==> src/rtl/uart_rx_if.sv <==
// Byte handshake between the UART receiver and its consumer.
// The receiver drives the data and valid signals. The consumer returns the ack.
interface uart_rx_if;
  logic [7:0] rx_data;
  logic       rx_valid;
  logic       rx_ack;

  modport master (
    output rx_data,
    output rx_valid,
    input  rx_ack
  );

  modport slave (
    input  rx_data,
    input  rx_valid,
    output rx_ack
  );
endinterface

==> src/rtl/uart_rx.sv <==
// 8N1 UART receiver: synchronises rx, samples each bit at mid-bit and stores the byte
// in a one-deep register with a valid/ack handshake. It also flags framing errors and overruns.
module uart_rx #(
  parameter int SYNC_STAGES = 2
) (
  input  logic        i_clock,
  input  logic        i_reset,
  input  logic [15:0] i_clock_div,
  input  logic        i_rx,
  uart_rx_if.master   io_rx,
  output logic        o_rx_busy,
  output logic        o_rx_frame_err,
  output logic        o_rx_overrun
);

  typedef enum logic [2:0] {
    S_IDLE,
    S_START,
    S_DATA,
    S_STOP,
    S_BREAK
  } state_t;

  state_t r_state;
  state_t w_next;

  logic [SYNC_STAGES-1:0] r_sync;
  logic                   w_rx_s;

  logic [15:0] r_cnt;
  logic [15:0] r_div;
  logic [15:0] r_bit_idx;
  logic [7:0]  r_shift;
  logic [7:0]  r_rx_data;
  logic        r_rx_valid;
  logic        r_busy;
  logic        r_frame_err;
  logic        r_overrun;

  logic w_half_done;
  logic w_bit_done;
  logic w_last_bit;
  logic w_latch_div;
  logic w_cnt_clr;
  logic w_bit_clr;
  logic w_shift;
  logic w_store;
  logic w_frame_err;

  assign w_rx_s      = r_sync[SYNC_STAGES-1];
  assign w_half_done = (r_cnt == ((r_div >> 1) - 16'd1));
  assign w_bit_done  = (r_cnt == (r_div - 16'd1));
  assign w_last_bit  = (r_bit_idx == 16'd7);

  always_ff @(posedge i_clock) begin
    if (!i_reset) begin
      r_state <= S_IDLE;
    end else begin
      r_state <= w_next;
    end
  end

  always_comb begin
    w_next = r_state;
    case (r_state)
      S_IDLE:  if (!w_rx_s) w_next = S_START;
      S_START: if (w_half_done) w_next = w_rx_s ? S_IDLE : S_DATA;
      S_DATA:  if (w_bit_done && w_last_bit) w_next = S_STOP;
      S_STOP:  if (w_bit_done) w_next = w_rx_s ? S_IDLE : S_BREAK;
      S_BREAK: if (w_rx_s) w_next = S_IDLE;
      default: w_next = S_IDLE;
    endcase
  end

  // Sample strobes: the counter restarts at every state change and after every bit sample.
  always_comb begin
    w_latch_div = 1'b0;
    w_cnt_clr   = 1'b0;
    w_bit_clr   = 1'b0;
    w_shift     = 1'b0;
    w_store     = 1'b0;
    w_frame_err = 1'b0;
    case (r_state)
      S_IDLE: begin
        w_cnt_clr   = 1'b1;
        w_latch_div = !w_rx_s;
      end
      S_START: begin
        w_cnt_clr = w_half_done;
        w_bit_clr = w_half_done;
      end
      S_DATA: begin
        w_cnt_clr = w_bit_done;
        w_shift   = w_bit_done;
      end
      S_STOP: begin
        w_cnt_clr   = w_bit_done;
        w_store     = w_bit_done && w_rx_s;
        w_frame_err = w_bit_done && !w_rx_s;
      end
      S_BREAK: w_cnt_clr = 1'b1;
      default: w_cnt_clr = 1'b1;
    endcase
  end

  always_ff @(posedge i_clock) begin
    if (!i_reset) begin
      r_sync      <= '1;
      r_cnt       <= '0;
      r_div       <= '0;
      r_bit_idx   <= '0;
      r_shift     <= '0;
      r_rx_data   <= '0;
      r_rx_valid  <= 1'b0;
      r_busy      <= 1'b0;
      r_frame_err <= 1'b0;
      r_overrun   <= 1'b0;
    end else begin
      r_sync      <= {r_sync[SYNC_STAGES-2:0], i_rx};
      r_cnt       <= w_cnt_clr ? 16'd0 : r_cnt + 16'd1;
      r_busy      <= (w_next != S_IDLE);
      r_frame_err <= w_frame_err;
      // An ack in the store cycle consumes the old byte, so overwriting it is no overrun.
      r_overrun   <= w_store && r_rx_valid && !io_rx.rx_ack;
      if (w_latch_div) begin
        r_div <= i_clock_div;
      end
      if (w_bit_clr) begin
        r_bit_idx <= 16'd0;
      end else if (w_shift) begin
        r_bit_idx <= r_bit_idx + 16'd1;
      end
      if (w_shift) begin
        r_shift <= {w_rx_s, r_shift[7:1]};
      end
      if (w_store) begin
        r_rx_data  <= r_shift;
        r_rx_valid <= 1'b1;
      end else if (io_rx.rx_ack && r_rx_valid) begin
        r_rx_valid <= 1'b0;
      end
    end
  end

  assign io_rx.rx_data  = r_rx_data;
  assign io_rx.rx_valid = r_rx_valid;
  assign o_rx_busy      = r_busy;
  assign o_rx_frame_err = r_frame_err;
  assign o_rx_overrun   = r_overrun;

endmodule

==> src/flat_wrapper.sv <==
// flat-port wrapper written by rule: the top's interface ports become plain ports
module uart_rx_flat 
#(
  parameter int SYNC_STAGES = 2
)
  (i_clock, i_reset, i_clock_div, i_rx, o_rx_busy, o_rx_frame_err, o_rx_overrun, io_rx_rx_data, io_rx_rx_valid, io_rx_rx_ack);
  uart_rx_if io_rx_i ();
  input  logic i_clock;
  input  logic i_reset;
  input  logic [15:0] i_clock_div;
  input  logic i_rx;
  output logic o_rx_busy;
  output logic o_rx_frame_err;
  output logic o_rx_overrun;
  output wire logic [$bits(io_rx_i.rx_data)-1:0] io_rx_rx_data;
  output wire logic [$bits(io_rx_i.rx_valid)-1:0] io_rx_rx_valid;
  input wire logic [$bits(io_rx_i.rx_ack)-1:0] io_rx_rx_ack;
  assign io_rx_rx_data = io_rx_i.rx_data;
  assign io_rx_rx_valid = io_rx_i.rx_valid;
  assign io_rx_i.rx_ack = io_rx_rx_ack;
  uart_rx #(.SYNC_STAGES(SYNC_STAGES)) u_core (.i_clock(i_clock), .i_reset(i_reset), .i_clock_div(i_clock_div), .i_rx(i_rx), .io_rx(io_rx_i), .o_rx_busy(o_rx_busy), .o_rx_frame_err(o_rx_frame_err), .o_rx_overrun(o_rx_overrun));
endmodule
==> config.mk <==
export PLATFORM = sky130hd
export DESIGN_NAME = uart_rx_flat
export DESIGN_NICKNAME = d
export VERILOG_FILES = /design/src/rtl/uart_rx_if.sv /design/src/rtl/uart_rx.sv /design/src/flat_wrapper.sv
export SDC_FILE = /design/constraint.sdc
export NUM_CORES = 1
export LEC_CHECK = 0
export ABC_AREA = 1
export BUFFER_PORTS_ARGS = -buffer_cell sky130_fd_sc_hd__buf_2
export CORE_UTILIZATION = 55
export CTS_CLUSTER_DIAMETER = 200
export DETAILED_ROUTE_END_ITERATION = 16
export GPL_TIMING_DRIVEN = 0
export PLACE_DENSITY = 0.76
export SLEW_MARGIN = 25
export SYNTH_ARGS = -nofsm -noshare
export SYNTH_HDL_FRONTEND = slang
export SYNTH_SLANG_ARGS = --single-unit
==> constraint.sdc <==
create_clock -name i_clock -period 2.5 [get_ports i_clock]
set_clock_uncertainty 0.2 [all_clocks]
set_input_delay 0.375 -clock i_clock [delete_from_list [all_inputs] [get_ports i_clock]]
set_output_delay 0.375 -clock i_clock [all_outputs]
set_load 0.02 [all_outputs]
After elaboration in Yosys (flattened, before gate mapping). Index checks and enable logic that the tools add are counted.

Input port bits: 20. Output and inout bits: 12. Word-level logic and storage cells: 53. Bits in registers: 73.

Reductions and logical operators: 15. Mux-type cells: 15. Bitwise operators: 1. Equal/unequal tests: 7. Add/sub/neg operators: 4.

Operator list (count): 16-bit by 1-bit adder with 16-bit output (second input constant) (2); 16-bit == test (2); 3-bit two-way mux (6); 16-bit by 3-bit == test with 1-bit output (second input constant) (1); 15-bit by 1-bit subtractor with 16-bit output (second input constant) (1); 16-bit by 1-bit subtractor with 16-bit output (second input constant) (1); 3-bit case mux with 5 select lines (1); 3-bit by 2-bit == test with 1-bit output (second input constant) (2); 1-bit logical AND (6); 1-bit two-way mux (6); 2-bit OR reduction (3); 3-bit by 1-bit == test with 1-bit output (second input constant) (1); 3-bit == test (second input constant) (1); 3-bit logical NOT (1); 3-bit nonzero test (1); 1-bit logical NOT (2); 2-bit two-way mux (1); 1-bit case mux with 2 select lines (1); 2-bit AND reduction (1); 2-bit nonzero test (1); 1-bit inverter (1).

Longest topological paths before layout.
Depth in word-level cells: 6. Mapped depth: 19. Depth with buffers taken out: 19.

Least setup slack after synthesis. Ideal clock, no wire load.

Path type: reg2reg. Start point: register u_core.r_div[1]. End point: register u_core.r_rx_data[7] (netlist: u_core.io_rx.rx_data[7]). Cell stages (with the launch flop): 16. Period minus slack after synthesis: 2.367 ns. Path buffers: 1. Setup time: 0.113 ns. Arrival time: 2.055 ns. Path slack: 0.133 ns. Data required time: 2.187 ns. Path through: dfxtp_1 -> inv_1 -> ha_1 -> inv_1 -> nor2_2 -> nand3_1 -> nor2_1 -> xor2_1 -> nand2_1 -> nor2_2 -> nand3_2 -> inv_2 -> nand3_4 -> buf_6 -> nor2_1 -> nor2_1.

Word-level cells in the longest chain between the ends: 4.

RTL lines: from (decl) (line uart_rx.sv:31) `logic [15:0] r_div;`; from (signal assigned) (line uart_rx.sv:126) `r_div <= i_clock_div;`; 16-bit by 1-bit subtractor with 16-bit output (line uart_rx.sv:52) `assign w_bit_done = (r_cnt == (r_div - 16'd1));`; 16-bit == test (line uart_rx.sv:52); 1-bit logical AND (line uart_rx.sv:98) `w_store = w_bit_done && w_rx_s;`; 1-bit two-way mux (line uart_rx.sv:83) `case (r_state)`; to (signal assigned) (line uart_rx.sv:137) `r_rx_data <= r_shift;`; to (decl) (line uart_rx.sv:34) `logic [7:0] r_rx_data;`.

No other way between the ends. A chain may end at the register's enable or synchronous reset.

Final worst setup path.
Start point: register u_core.r_div[1]. End point: register u_core.r_cnt[8].

Word-level cells in the longest chain between the ends: 4. Elaborated cells on any way between the ends: 6. Those cells by class: 2 x add/sub; 2 x eq/ne; 1 x mux; 1 x reduce/logical.

RTL lines: 16-bit by 1-bit subtractor with 16-bit output or 15-bit by 1-bit subtractor with 16-bit output (tied branches) (line uart_rx.sv:52, uart_rx.sv:51); 16-bit == test, on equally long branches (line uart_rx.sv:52, uart_rx.sv:51); 1-bit case mux with 2 select lines (*) (line uart_rx.sv:83); 2-bit OR reduction (no source line) (*); to (signal assigned) (line uart_rx.sv:120) `r_cnt <= w_cnt_clr ? 16'd0 : r_cnt + 16'd1;`; to (decl) (line uart_rx.sv:30) `logic [15:0] r_cnt;`.

Every way passes the cells marked *; elsewhere a longest branch is shown, timed or not.

==> metrics <==
critical path fanouts, max=5; Worst Setup Start Kind=flop; CP Class=reg2reg; Top Metal Used=met4; Worst-path clk slew=80 ps; Final Setup Violations=21; final worst slack=-55.0 ps; vias=4,816; synthesis-to-finish area growth=30.1%; unrepaired setup endpoints after global routing=yes; leakage=0.00264 µW; Max Slew Vio Count=0; Final Cell Area=5930 µm²; Yosys top cell by area=dfxtp_1; Hold WS=43.4 ps; pin count of the biggest net entering global routing=15; DRC errors left=0; DR pass1 iterations=6; Post-Route WL=12,500 µm; overall power=2910 µW; initial drt markers=293; routed wl met2=5920 µm; Worst EP arrival=2610 ps; area share of the largest cell type after synthesis=32.1%; IO buf count=30; core region area=7890 µm²; final worst path period need=2560 ps; Final TNS setup=-676 ps; Sequential Power Share=41.5%; Initial Util=57.8%; vias per cell=5.44; Comb pwr share=25.2%; Syn Nets=718; Psw=966 µW; number of nets in the layout=803; Ports=32; Synth Warn #=0; power density over the cells=490 nW/µm²; Max Freq=0.391 GHz; clock sink count=73; Root Driver=clkbuf_8; vias in the first global route=4,248; worst slew pin tran=712 ps; die area=8660 µm²; Overflow after GRT=0; Tcrit/Tclk final=102%; WL met3=676 µm; WP data required=2550 ps; gr usage total=27.7%; switching share of power=33.2%; initial antenna violation count=0; drt wl/cell=14.2 µm; Tightest Hold Check Type=in2reg; Synth area leaders=dfxtp_1, nand2_1, nor2_1; first-pass GRT wire length=19,000 µm; Netlist cell types=37; Final Util=75.2%; Gate Count Post-Synth=694; Setup crit end kind=flop; failing checks=setup timing; Int Power=1940 µW; most used flip-flop cell after synthesis=dfxtp_1; Post-synth EDFFs=0; status=finished, violations left; cell row count=32; ANT nets after route=0; share of cells above drive strength 1=29.8%; clock insertion delay at the later pin of the skew report=360 ps; Die X=93.1 µm; Max Buffers Root-to-Sink=2; sequential area share after synthesis=32.1%; CTS tree=built; worst rel slew slack=52.3%; Num CTS Buffers=9; ant diodes=0; FFs w/ async S/R, synth=0%; maxcap violations=0; synthesized area per cell=6.57 µm²; Die H=93.1 µm; flops & latches, synth=73; Area after DPL=4840 µm²; Final Hold Vio Count=0; Peak supply drop=0.328 mV; htree depth=3; most common cell in the netlist=nand2_1; Netlist Area Pre-Place=4560 µm²; gpl congestion=0.948; met1 WL=5670 µm; DP Wirelength=8120 µm; most common library cells after synthesis=nand2_1, nor2_1, inv_1; clock power share=33.3%
## placed cells by master, fill, tap and decap left out, types with 3 or more instances in the layout
cell      instances
clkbuf_8          9
nand4_1          24
nand3_1          32
a21oi_2          13
nand3_2           5
nand2_1         151
nor2_4           23
dfxtp_2           4
nand2_4          12
nor4_1            3
nor2_2           23
nor2_1           57
buf_2            31
xnor2_1          16
o21ai_2           3
dfxtp_1          67
buf_6            17
clkbuf_1         13
o21ai_0          24
a21oi_1          25
nor3_2            3
clkinv_4          3
inv_1            77
inv_2             6
buf_4            31
nand2_2          22
xor2_1           33
o21ai_1           5
nand3b_1          5
nor3_1           11
## cell type report
| type | instances | area [µm²] |
|---|---|---|
| inverters | 87 | 344 |
| clock buffers | 9 | 124 |
| multi-input cells | 511 | 3090 |
| well taps | 102 | 128 |
| flip-flops and latches | 73 | 1470 |
| fillers | 575 | 1960 |
| clock inverters | 7 | 77.6 |
| plain buffers | 23 | 146 |
| repair buffers | 74 | 544 |
## path summary, 6_finish.rpt
check / start / depth (start not counted) / end / slack [ps]
max: u_core.r_div[1] / 18 / u_core.r_cnt[8] / -60
min: i_clock_div[14] / 3 / u_core.r_div[14] / 40
max reg2reg: u_core.r_div[1] / 18 / u_core.r_cnt[8] / -60
min reg2reg: u_core.r_sync[0] / 1 / u_core.r_sync[1] / 240
## repair_timing
item	4_1_cts	5_1_grt
cloned	1	3
endpoints found under the setup margin	53	53
setup buffers	18	22
hold buffers	1	0
endpoints found under the hold margin	1	0
pin swaps	15	43
gates resized for setup	45	124
## power groups by stage
stage,sequential [µW],combinational (µW),clock [µW]
after floorplan,1230,397,0
after global routing,1210,803,1030
after detailed placement,1230,504,0
after global placement,1230,495,0
after CTS,1200,597,984
final,1210,733,968
## per-stage QoR
step	instances	setup slack (ps)
final	886	-55.0
after global routing	886	-189
after CTS	861	3.42
after detailed placement	826	-365
after global placement	826	-308
after floorplan	694	133
## flip-flops by register name, indices dropped and copies added (netlist names)
register               cells
u_core.r_bit_idx          16
u_core.o_rx_frame_err      1
u_core.r_cnt              16
u_core.r_div              16
u_core.io_rx.rx_data       8
u_core.r_shift             8
u_core.o_rx_overrun        1
u_core.r_sync              2
u_core.o_rx_busy           1
u_core.io_rx.rx_valid      1
u_core.r_state             3
## routing by layer
layer	up-vias	GRT usage [%]
met5	-	0
met4	0	10.3
met3	22	5.04
met2	155	45.4
met1	2273	36.3
li1	2366	-
## cell families after synthesis
group	synth area share [%]
fa+ha+maj	1.10
compound gates	8.70
xor+xnor	9.80
simple gates	38.6
buf+inv	9.74
flops	32.1
## critical path, cell delays in order (launching register included)
cell and delay (ps):
dfxtp_2 340, inv_4 80, ha_4 170, buf_6 120, nand2_4 60, nor2_4 140
nand2_2 80, nor2_2 130, nand2_1 70, nand2_2 70, nand2_2 60, nor2_4 170
nand3_2 120, inv_2 90, buf_4 120, o21ai_2 70, nand4_4 150, buf_6 160
nor2_2 40
Power figures use the tool's default switching activity.
